===== src/rtl/mem_access_unit.sv =====
// Load/store sequencer between the core datapath and the external RAM port.
// Optional macro ROTATE_UNALIGNED_EN: unaligned word loads rotate, unaligned stores write aligned.
module mem_access_unit #(
    parameter int unsigned ADDR_W      = 32,
    parameter int unsigned TIMEOUT_CYC = 15,
    parameter int unsigned CNT_W       = 8
) (
    input  logic              clk,
    input  logic              rst,
    input  logic              req_valid,
    output logic              req_ready,
    input  logic              req_we,
    input  logic [ADDR_W-1:0] req_addr,
    input  logic [1:0]        req_size,
    input  logic              req_signed,
    input  logic [31:0]       req_wdata,
    output logic              rsp_valid,
    output logic [31:0]       rsp_rdata,
    output logic              rsp_err,
    output logic              cs,
    output logic              we,
    output logic              oe,
    output logic [ADDR_W-1:0] address,
    output logic [3:0]        byte_en,
    output logic [31:0]       ram_data_in,
    input  logic [31:0]       ram_data_out,
    input  logic              ram_ready
);

    typedef enum logic [1:0] {StIdle, StAccess, StResp} state_e;

    localparam logic [CNT_W-1:0] TimeoutVal = CNT_W'(TIMEOUT_CYC);
    localparam bit               TimeoutEn  = (TIMEOUT_CYC != 0);

    state_e            state_q, state_d;
    logic [CNT_W-1:0]  cnt_q, cnt_d;
    logic              lat_we_q, lat_we_d;
    logic [1:0]        off_q, off_d;
    logic [1:0]        size_q, size_d;
    logic              signed_q, signed_d;
    logic              cs_q, cs_d;
    logic              ram_we_q, ram_we_d;
    logic              oe_q, oe_d;
    logic [ADDR_W-1:0] address_q, address_d;
    logic [3:0]        byte_en_q, byte_en_d;
    logic [31:0]       wdata_q, wdata_d;
    logic [31:0]       rdata_q, rdata_d;
    logic              err_q, err_d;

    logic              req_legal;
    logic [3:0]        req_be;
    logic [31:0]       req_wd;
    logic [CNT_W-1:0]  cnt_inc;
    logic              timeout_hit;
    logic [7:0]        rd_byte;
    logic [15:0]       rd_half;
    logic [31:0]       rd_ext;

    // Request decode: legality, lane enables and lane-replicated store data.
    always_comb begin
        req_legal = 1'b0;
        req_be    = 4'b0000;
        req_wd    = req_wdata;
        case (req_size)
            2'b00: begin
                req_legal = 1'b1;
                req_be    = 4'b0001 << req_addr[1:0];
                req_wd    = {4{req_wdata[7:0]}};
            end
            2'b01: begin
                req_legal = ~req_addr[0];
                req_be    = req_addr[1] ? 4'b1100 : 4'b0011;
                req_wd    = {2{req_wdata[15:0]}};
            end
            2'b10: begin
`ifdef ROTATE_UNALIGNED_EN
                req_legal = 1'b1;
`else
                req_legal = (req_addr[1:0] == 2'b00);
`endif
                req_be    = 4'b1111;
                req_wd    = req_wdata;
            end
            default: begin
                req_legal = 1'b0;
            end
        endcase
    end

    // Load data extraction from the latched offset/size/sign.
    always_comb begin
        rd_byte = ram_data_out[7:0];
        case (off_q)
            2'd0:    rd_byte = ram_data_out[7:0];
            2'd1:    rd_byte = ram_data_out[15:8];
            2'd2:    rd_byte = ram_data_out[23:16];
            default: rd_byte = ram_data_out[31:24];
        endcase
        rd_half = off_q[1] ? ram_data_out[31:16] : ram_data_out[15:0];
        rd_ext  = '0;
        case (size_q)
            2'b00:   rd_ext = {{24{signed_q & rd_byte[7]}}, rd_byte};
            2'b01:   rd_ext = {{16{signed_q & rd_half[15]}}, rd_half};
            2'b10: begin
`ifdef ROTATE_UNALIGNED_EN
                case (off_q)
                    2'd0:    rd_ext = ram_data_out;
                    2'd1:    rd_ext = {ram_data_out[7:0], ram_data_out[31:8]};
                    2'd2:    rd_ext = {ram_data_out[15:0], ram_data_out[31:16]};
                    default: rd_ext = {ram_data_out[23:0], ram_data_out[31:24]};
                endcase
`else
                rd_ext = ram_data_out;
`endif
            end
            default: rd_ext = '0;
        endcase
    end

    assign cnt_inc     = cnt_q + 1'b1;
    assign timeout_hit = TimeoutEn && (cnt_inc == TimeoutVal);

    always_comb begin
        state_d   = state_q;
        cnt_d     = cnt_q;
        lat_we_d  = lat_we_q;
        off_d     = off_q;
        size_d    = size_q;
        signed_d  = signed_q;
        cs_d      = cs_q;
        ram_we_d  = ram_we_q;
        oe_d      = oe_q;
        address_d = address_q;
        byte_en_d = byte_en_q;
        wdata_d   = wdata_q;
        rdata_d   = rdata_q;
        err_d     = err_q;

        unique case (state_q)
            StIdle: begin
                if (req_valid) begin
                    lat_we_d = req_we;
                    off_d    = req_addr[1:0];
                    size_d   = req_size;
                    signed_d = req_signed;
                    cnt_d    = '0;
                    rdata_d  = '0;
                    if (req_legal) begin
                        state_d   = StAccess;
                        cs_d      = 1'b1;
                        ram_we_d  = req_we;
                        oe_d      = ~req_we;
                        address_d = {req_addr[ADDR_W-1:2], 2'b00};
                        byte_en_d = req_be;
                        wdata_d   = req_wd;
                        err_d     = 1'b0;
                    end else begin
                        state_d = StResp;
                        err_d   = 1'b1;
                    end
                end
            end
            StAccess: begin
                cnt_d = cnt_inc;
                // ram_ready takes priority over a simultaneous timeout.
                if (ram_ready || timeout_hit) begin
                    state_d   = StResp;
                    cs_d      = 1'b0;
                    ram_we_d  = 1'b0;
                    oe_d      = 1'b0;
                    address_d = '0;
                    byte_en_d = '0;
                    wdata_d   = '0;
                    err_d     = ~ram_ready;
                    rdata_d   = (ram_ready && !lat_we_q) ? rd_ext : 32'h0;
                end
            end
            StResp: begin
                state_d = StIdle;
                cnt_d   = '0;
                rdata_d = '0;
                err_d   = 1'b0;
            end
            default: begin
                state_d = StIdle;
            end
        endcase
    end

    always_ff @(posedge clk or negedge rst) begin
        if (!rst) begin
            state_q   <= StIdle;
            cnt_q     <= '0;
            lat_we_q  <= 1'b0;
            off_q     <= 2'b00;
            size_q    <= 2'b00;
            signed_q  <= 1'b0;
            cs_q      <= 1'b0;
            ram_we_q  <= 1'b0;
            oe_q      <= 1'b0;
            address_q <= '0;
            byte_en_q <= 4'b0000;
            wdata_q   <= '0;
            rdata_q   <= '0;
            err_q     <= 1'b0;
        end else begin
            state_q   <= state_d;
            cnt_q     <= cnt_d;
            lat_we_q  <= lat_we_d;
            off_q     <= off_d;
            size_q    <= size_d;
            signed_q  <= signed_d;
            cs_q      <= cs_d;
            ram_we_q  <= ram_we_d;
            oe_q      <= oe_d;
            address_q <= address_d;
            byte_en_q <= byte_en_d;
            wdata_q   <= wdata_d;
            rdata_q   <= rdata_d;
            err_q     <= err_d;
        end
    end

    assign req_ready   = (state_q == StIdle);
    assign rsp_valid   = (state_q == StResp);
    assign rsp_rdata   = rdata_q;
    assign rsp_err     = err_q;
    assign cs          = cs_q;
    assign we          = ram_we_q;
    assign oe          = oe_q;
    assign address     = address_q;
    assign byte_en     = byte_en_q;
    assign ram_data_in = wdata_q;

endmodule


===== config.mk =====
export PLATFORM = sky130hd
export DESIGN_NAME = mem_access_unit
export DESIGN_NICKNAME = d
export VERILOG_FILES = /design/src/rtl/mem_access_unit.sv
export SDC_FILE = /design/constraint.sdc
export NUM_CORES = 1
export LEC_CHECK = 0
export BUFFER_PORTS_ARGS = -buffer_cell sky130_fd_sc_hd__buf_4
export CORE_MARGIN = 4
export CORE_UTILIZATION = 40
export DETAILED_ROUTE_END_ITERATION = 12
export PLACE_DENSITY = 0.65
export SETUP_SLACK_MARGIN = 0.15
export SLEW_MARGIN = 20
export SYNTH_ARGS = -nofsm -noshare
export SYNTH_HDL_FRONTEND = slang
export SYNTH_SLANG_ARGS = --single-unit

===== constraint.sdc =====
create_clock -name clk -period 4.2 [get_ports clk]
set_clock_uncertainty 0.15 [all_clocks]
set_input_delay 0 -clock clk [delete_from_list [all_inputs] [get_ports clk]]
set_output_delay 0 -clock clk [all_outputs]
set_load 0.05 [all_outputs]

## After elaboration in Yosys (flattened, before gate mapping)

Cells that the tools add are included.

| cells by class | value |
|---|---|
| add/subtract/negate cells | 1 |
| equality and inequality tests | 12 |
| shift-type cells | 1 |
| multiplexer cells | 42 |
| bitwise gates (word level) | 5 |
| reduce and logical (&&, ||, !) cells | 15 |

Operators by type and width:

| kind | number |
|---|---|
| two-way mux 32 bit | 8 |
| one-hot mux 32 bit (2 select lines) | 3 |
| one-hot mux 32 bit (3 select lines) | 2 |
| one-hot mux 8 bit (3 select lines) | 2 |
| two-way mux 16 bit | 1 |
| two-way mux 4 bit | 4 |
| one-hot mux 4 bit (3 select lines) | 1 |
| zero test 2 bit | 5 |
| two-way mux 1 bit | 10 |
| adder 8 x 1 -> 8 bit (second input constant) | 1 |
| equality test 2 x 1 -> 1 bit (second input constant) | 4 |
| equality test 2 bit (second input constant) | 4 |
| equality test 8 x 4 -> 1 bit (second input constant) | 1 |
| two-way mux 8 bit | 1 |
| one-hot mux 4 bit (2 select lines) | 1 |
| two-way mux 2 bit | 3 |
| one-hot mux 1 bit (2 select lines) | 3 |
| one-hot mux 1 bit (3 select lines) | 2 |
| AND reduction 2 bit | 3 |
| inequality test 2 bit (second input constant) | 2 |
| one-hot mux 2 bit (2 select lines) | 1 |
| AND reduction 4 bit | 1 |
| << shifter 1 x 2 -> 4 bit (first input constant) | 1 |
| NOT 1 bit | 3 |
| 8 further kinds | 9 |

| word-level totals | value |
|---|---|
| register bits after elaboration | 120 |
| input port bits | 104 |
| word-level logic and storage cells | 90 |

## Depth between registers and ports, before layout

| depth | value |
|---|---|
| depth after elaboration | 7 |
| gate-level depth with buffers | 10 |

## Worst setup path after synthesis

OpenSTA, ideal clock, no wires.

| timing path | value |
|---|---|
| path kind | register to register |
| start point | reg cnt_q[0] |
| end point | reg address_q[14], in the netlist address[14] |
| setup time | 0.121 ns |
| data arrival time | 2.028 ns |
| data required time | 3.929 ns |
| setup slack | 1.901 ns |
| cell stages (with the launch flop) | 10 |
| buffers on the path | 2 |
| cell sequence | dfrtp_1 inv_1 ha_1 or4b_4 o31ai_4 o21a_4 o21ai_2 buf_6 buf_6 a22o_1 |

| on the way | value |
|---|---|
| longest elaborated chain between the ends | 5 |

RTL lines:

| what | line | RTL |
|---|---|---|
| start, declared | 36 | `logic [CNT_W-1:0] cnt_q, cnt_d;` |
| start signal, assigned | 208 | `cnt_q <= cnt_d;` |
| adder 8 x 1 -> 8 bit | 120 | `assign cnt_inc = cnt_q + 1'b1;` |
| equality test 8 x 4 -> 1 bit | 121 | `assign timeout_hit = TimeoutEn && (cnt_inc == TimeoutVal);` |
| logical OR 1 bit | 166 | `if (ram_ready \|\| timeout_hit) begin` |
| inequality test 2 bit (no line) | - |  |
| AND reduction 4 bit (no line) | - |  |
| end signal, assigned | 216 | `address_q <= address_d;` |
| end, declared | 44 | `logic [ADDR_W-1:0] address_q, address_d;` |

Every way passes these cells.
A chain may end at the register's enable or synchronous reset.

## Worst setup path in the final report

| timing path | value |
|---|---|
| start point | reg off_q[0] |
| end point | reg rdata_q[14], in the netlist rsp_rdata[14] |

| on the way | value |
|---|---|
| longest elaborated chain between the ends | 7 |

RTL lines:

| what | line | RTL |
|---|---|---|
| start, declared | 38 | `logic [1:0] off_q, off_d;` |
| start signal, assigned | 195 | `off_q <= 2'b00;` |
| start signal, assigned | 210 | `off_q <= off_d;` |
| equality test 2 bit (tied with other cells) | 93 | `case (off_q)` |
| one-hot mux 8 bit (3 select lines) * | 93 |  |
| AND 1 bit * | 102 | `2'b00: rd_ext = {{24{signed_q & rd_byte[7]}}, rd_byte};` |
| one-hot mux 32 bit (3 select lines) * | 101 | `case (size_q)` |
| two-way mux 32 bit * | 175 | `rdata_d = (ram_ready && !lat_we_q) ? rd_ext : 32'h0;` |
| two-way mux 32 bit * | 166 |  |
| one-hot mux 32 bit (3 select lines) * | 139 | `unique case (state_q)` |
| end signal, assigned | 219 | `rdata_q <= rdata_d;` |
| end, declared | 47 | `logic [31:0] rdata_q, rdata_d;` |

Every way passes the cells marked *; elsewhere a longest branch is shown, timed or not. The select of a mux whose other input is x is not followed.

==> summary.txt <==
Critical path
  – WP buf/inv: 1
  – Worst Reg-to-Reg Cells: 6
  – CP startpoint: off_q[0]
  – Worst R2R Setup Slack: 1.22 ns
  – R2R Path End: rsp_rdata[14]
  – R2r startpoint: off_q[0]
  – Worst EP arrival: 3.16 ns
  – Max incr delay on CP: 0.90 ns
  – CP top delay family: flip-flops
  – CP Max Fanout: 16
  – Worst Setup Start Kind: register
  – CP cell instances: mux4_2, nor3b_1, and2_1, a221oi_1, dlygate4sd3_1, o21ai_0
  – Critical Path End Type: register
  – WP data required: about 4.4 ns
  – Critical path type: reg -> reg
  – Crit-path slowest cell: dfrtp_1
  – Crit path depth: 6
  – Worst setup path end: rsp_rdata[14]

Route
  – Final antenna-violating net count: 0
  – DRT iter0 DRCs: ~400
  – Routed WL: between 20000 and 25000 um
  – Vias: 6354
  – First-pass DRT Iterations: 6
  – DR vias/cell: 5.59
  – Final routed DRC violation total: 0
  – Routed WL per cell: approximately 19 um

Clock tree
  – CTS Buf Count: 17
  – PostCTS Resize Cnt: 0
  – Worst skew pair latency: 0.41 ns
  – Max clock buf depth: 2
  – # H-tree levels: 4
  – # clock sinks: 118
  – Worst-path clk slew: around 0.06 ns
  – CTS tree: built
  – Root Buffer: clkbuf_16

Pwr
  – Share of power burned in registers: 0.264
  – Switch Pwr: approximately 3.2 mW
  – Sw frac: 0.460
  – Comb power frac: 0.535
  – Worst IR Drop VDD: roughly 450 uV
  – Clk network pwr share: 0.201
  – P_int: 3.76 mW
  – P_leak: about 4.7 nW
  – Tot Pwr: 6.95 mW
  – PD cells: 713 nW/um2

STA
  – Setup TNS: 0 ns
  – Unrepaired setup endpoints after global routing: no
  – Tmin final: 2.98 ns
  – Hold Vio Cnt, Final: 0
  – Setup violators final: 0
  – FMAX: 335 MHz
  – Period utilization: 0.710
  – Setup slack after layout: 1.22 ns
  – Rel. slew slack: 0.315
  – Max-slew violations: 0
  – Worst hold margin: 0.0138 ns
  – Worst-margin pin slew: 1.02 ns

Final layout
  – Final core occ: 0.615
  – Commonest non-fill, non-tap cells in the layout: 213 x buf_4, 128 x a22o_1, 118 x dfrtp_1, 105 x dlygate4sd3_1, 72 x nand2_1
  – Layout fillers: 1308
  – # nets final: 1017
  – Non-Filler Instances: 1136
  – Commonest non-fill, non-tap cell in the layout: buf_4
  – Share of cells above drive strength 1: 0.311
  – Multi-input gate area: ~3300 um2
  – Register area: around 3000 um2
  – ANT cells: 0
  – Design area: 9740 um2
  – Layout area overhead: 50.9%

Synth
  – Syn avg cell area: 10.3 um2
  – Mapped Cells: 625
  – Post-synth EDFFs: 0
  – Fraction of registers with async set or reset after synthesis: 1.00
  – Register area share after synthesis: 0.457
  – Distinct cells, synth: 47
  – FF+latch count, synth: 118
  – Top FF cell, synth: dfrtp_1
  – Yosys warns: 0
  – Netlist Area Pre-Place: 6450 um2

Global routing
  – Largest net degree at the start of global routing: between 70 and 80
  – Initial antenna violation count: 0
  – Vias in the first global route: between 6000 and 7000
  – Total track usage: 0.230
  – First-pass GRT wire length: 33300 um
  – Grt total ovfl: 0

Job
  – MaxCap Viol Count: 0

Outcome
  – Status: completed

Placed design
  – Inst Count DP: 998
  – Pre-CTS setup slack: 1.25 ns
  – Area after DPL: 8100 um2
  – Gp weighted congestion: 0.899
  – IO buf count: ~210
  – DPL Wire Length: 14100 um

Die
  – Die height: between 100 and 150 um
  – Area of the die: 18200 um2
  – Initial Utilization: 0.408
  – Core Region: approximately 16000 um2
  – Die W: 135 um
  – I/O pin count: 210
  – Standard-cell row count: 46

Worst hold path
  – Type of the tightest min-delay check: in -> reg
-- state kept, by name (all words and copies together) (netlist names) --
register	count
signed_q	1
lat_we_q	1
cs	1
rsp_rdata	32
size_q	2
address	30
off_q	2
oe	1
state_q	2
cnt_q	8
byte_en	4
we	1
ram_data_in	32
rsp_err	1
-- repair_timing --
action / in CTS / in global routing
endpoints found under the hold margin: 177 / 0
hold buffers: 105 / 0
buffers inserted: 0 / 0
-- power by group through the flow --
stage | sequential, mW | combinational, mW | clock, mW
after floorplan | 2.69 | 1.74 | 0
after global placement | 1.82 | 3.52 | 0
after detailed placement | 1.83 | 3.60 | 0
after CTS | 1.83 | 3.72 | 1.42
after global routing | 1.87 | 3.95 | 1.47
final | 1.83 | 3.72 | 1.40
-- tightest hold or removal path, delay by kind of cell --
kind	cells	cell delay, ns
multiplexers	1	0.07
AO/OA/AOI/OAI	3	0.39
buffers and inverters	1	0.09
-- cell type report --
class,count,share of cell area
clock buffers,19,0.0444
clock inverters,13,0.0137
inverters,5,0.00193
multi-input cells,445,0.334
flip-flops and latches,118,0.303
well taps,216,0.0277
repair buffers,320,0.275
-- logic make-up after synthesis --
group                    share of synthesized area
adder cells (fa/ha/maj)                     0.0116
flip-flops                                   0.457
buffers and inverters                       0.0428
AND/OR/NAND/NOR                             0.0835
multiplexers                                 0.115
AO/OA/AOI/OAI                                0.284
other                                     0.000581
XOR/XNOR                                   0.00543
-- synth_stat cells (2+ instances only) --
library cell	instances	area (um2)
a22o_1	128	1120
dfrtp_1	118	2950
nand2_1	73	274
clkbuf_1	43	161
o21ai_0	39	195
mux2i_1	38	380
a21oi_1	35	175
mux2_2	30	338
nor2_1	16	60.1
a2111oi_0	9	78.8
a221oi_1	8	70.1
buf_2	8	40.0
nor2b_1	8	50.1
o21ai_1	8	40.0
ha_1	6	75.1
nand2b_1	6	37.5
a21o_1	5	37.5
inv_1	5	18.8
nand3_1	4	20.0
buf_6	3	33.8
nor3b_1	3	22.5
xnor2_1	3	26.3
a211oi_1	2	15.0
buf_1	2	7.51
buf_4	2	15.0
o21a_1	2	15.0
-- routing by layer --
metal / GRT usage / wire [um]
met1: 0.300 / 9090
met2: 0.372 / 10400
met3: 0.0592 / 1780
met4: 0.0817 / 516
met5: 0 / 0
-- how the worst min path moves through the flow --
stage	slack, ns	start	depth (start not counted)	to
after floorplan	-0.45	rst	0	address[10]
after global placement	0.07	rst	1	rsp_rdata[24]
after detailed placement	0.08	rst	1	rsp_rdata[20]
after CTS	0.0005	req_wdata[10]	5	ram_data_in[26]
after global routing	0.04	req_wdata[10]	5	ram_data_in[10]
final	0.01	req_wdata[14]	5	ram_data_in[30]
No activity file was read; power rests on OpenSTA's default activity.
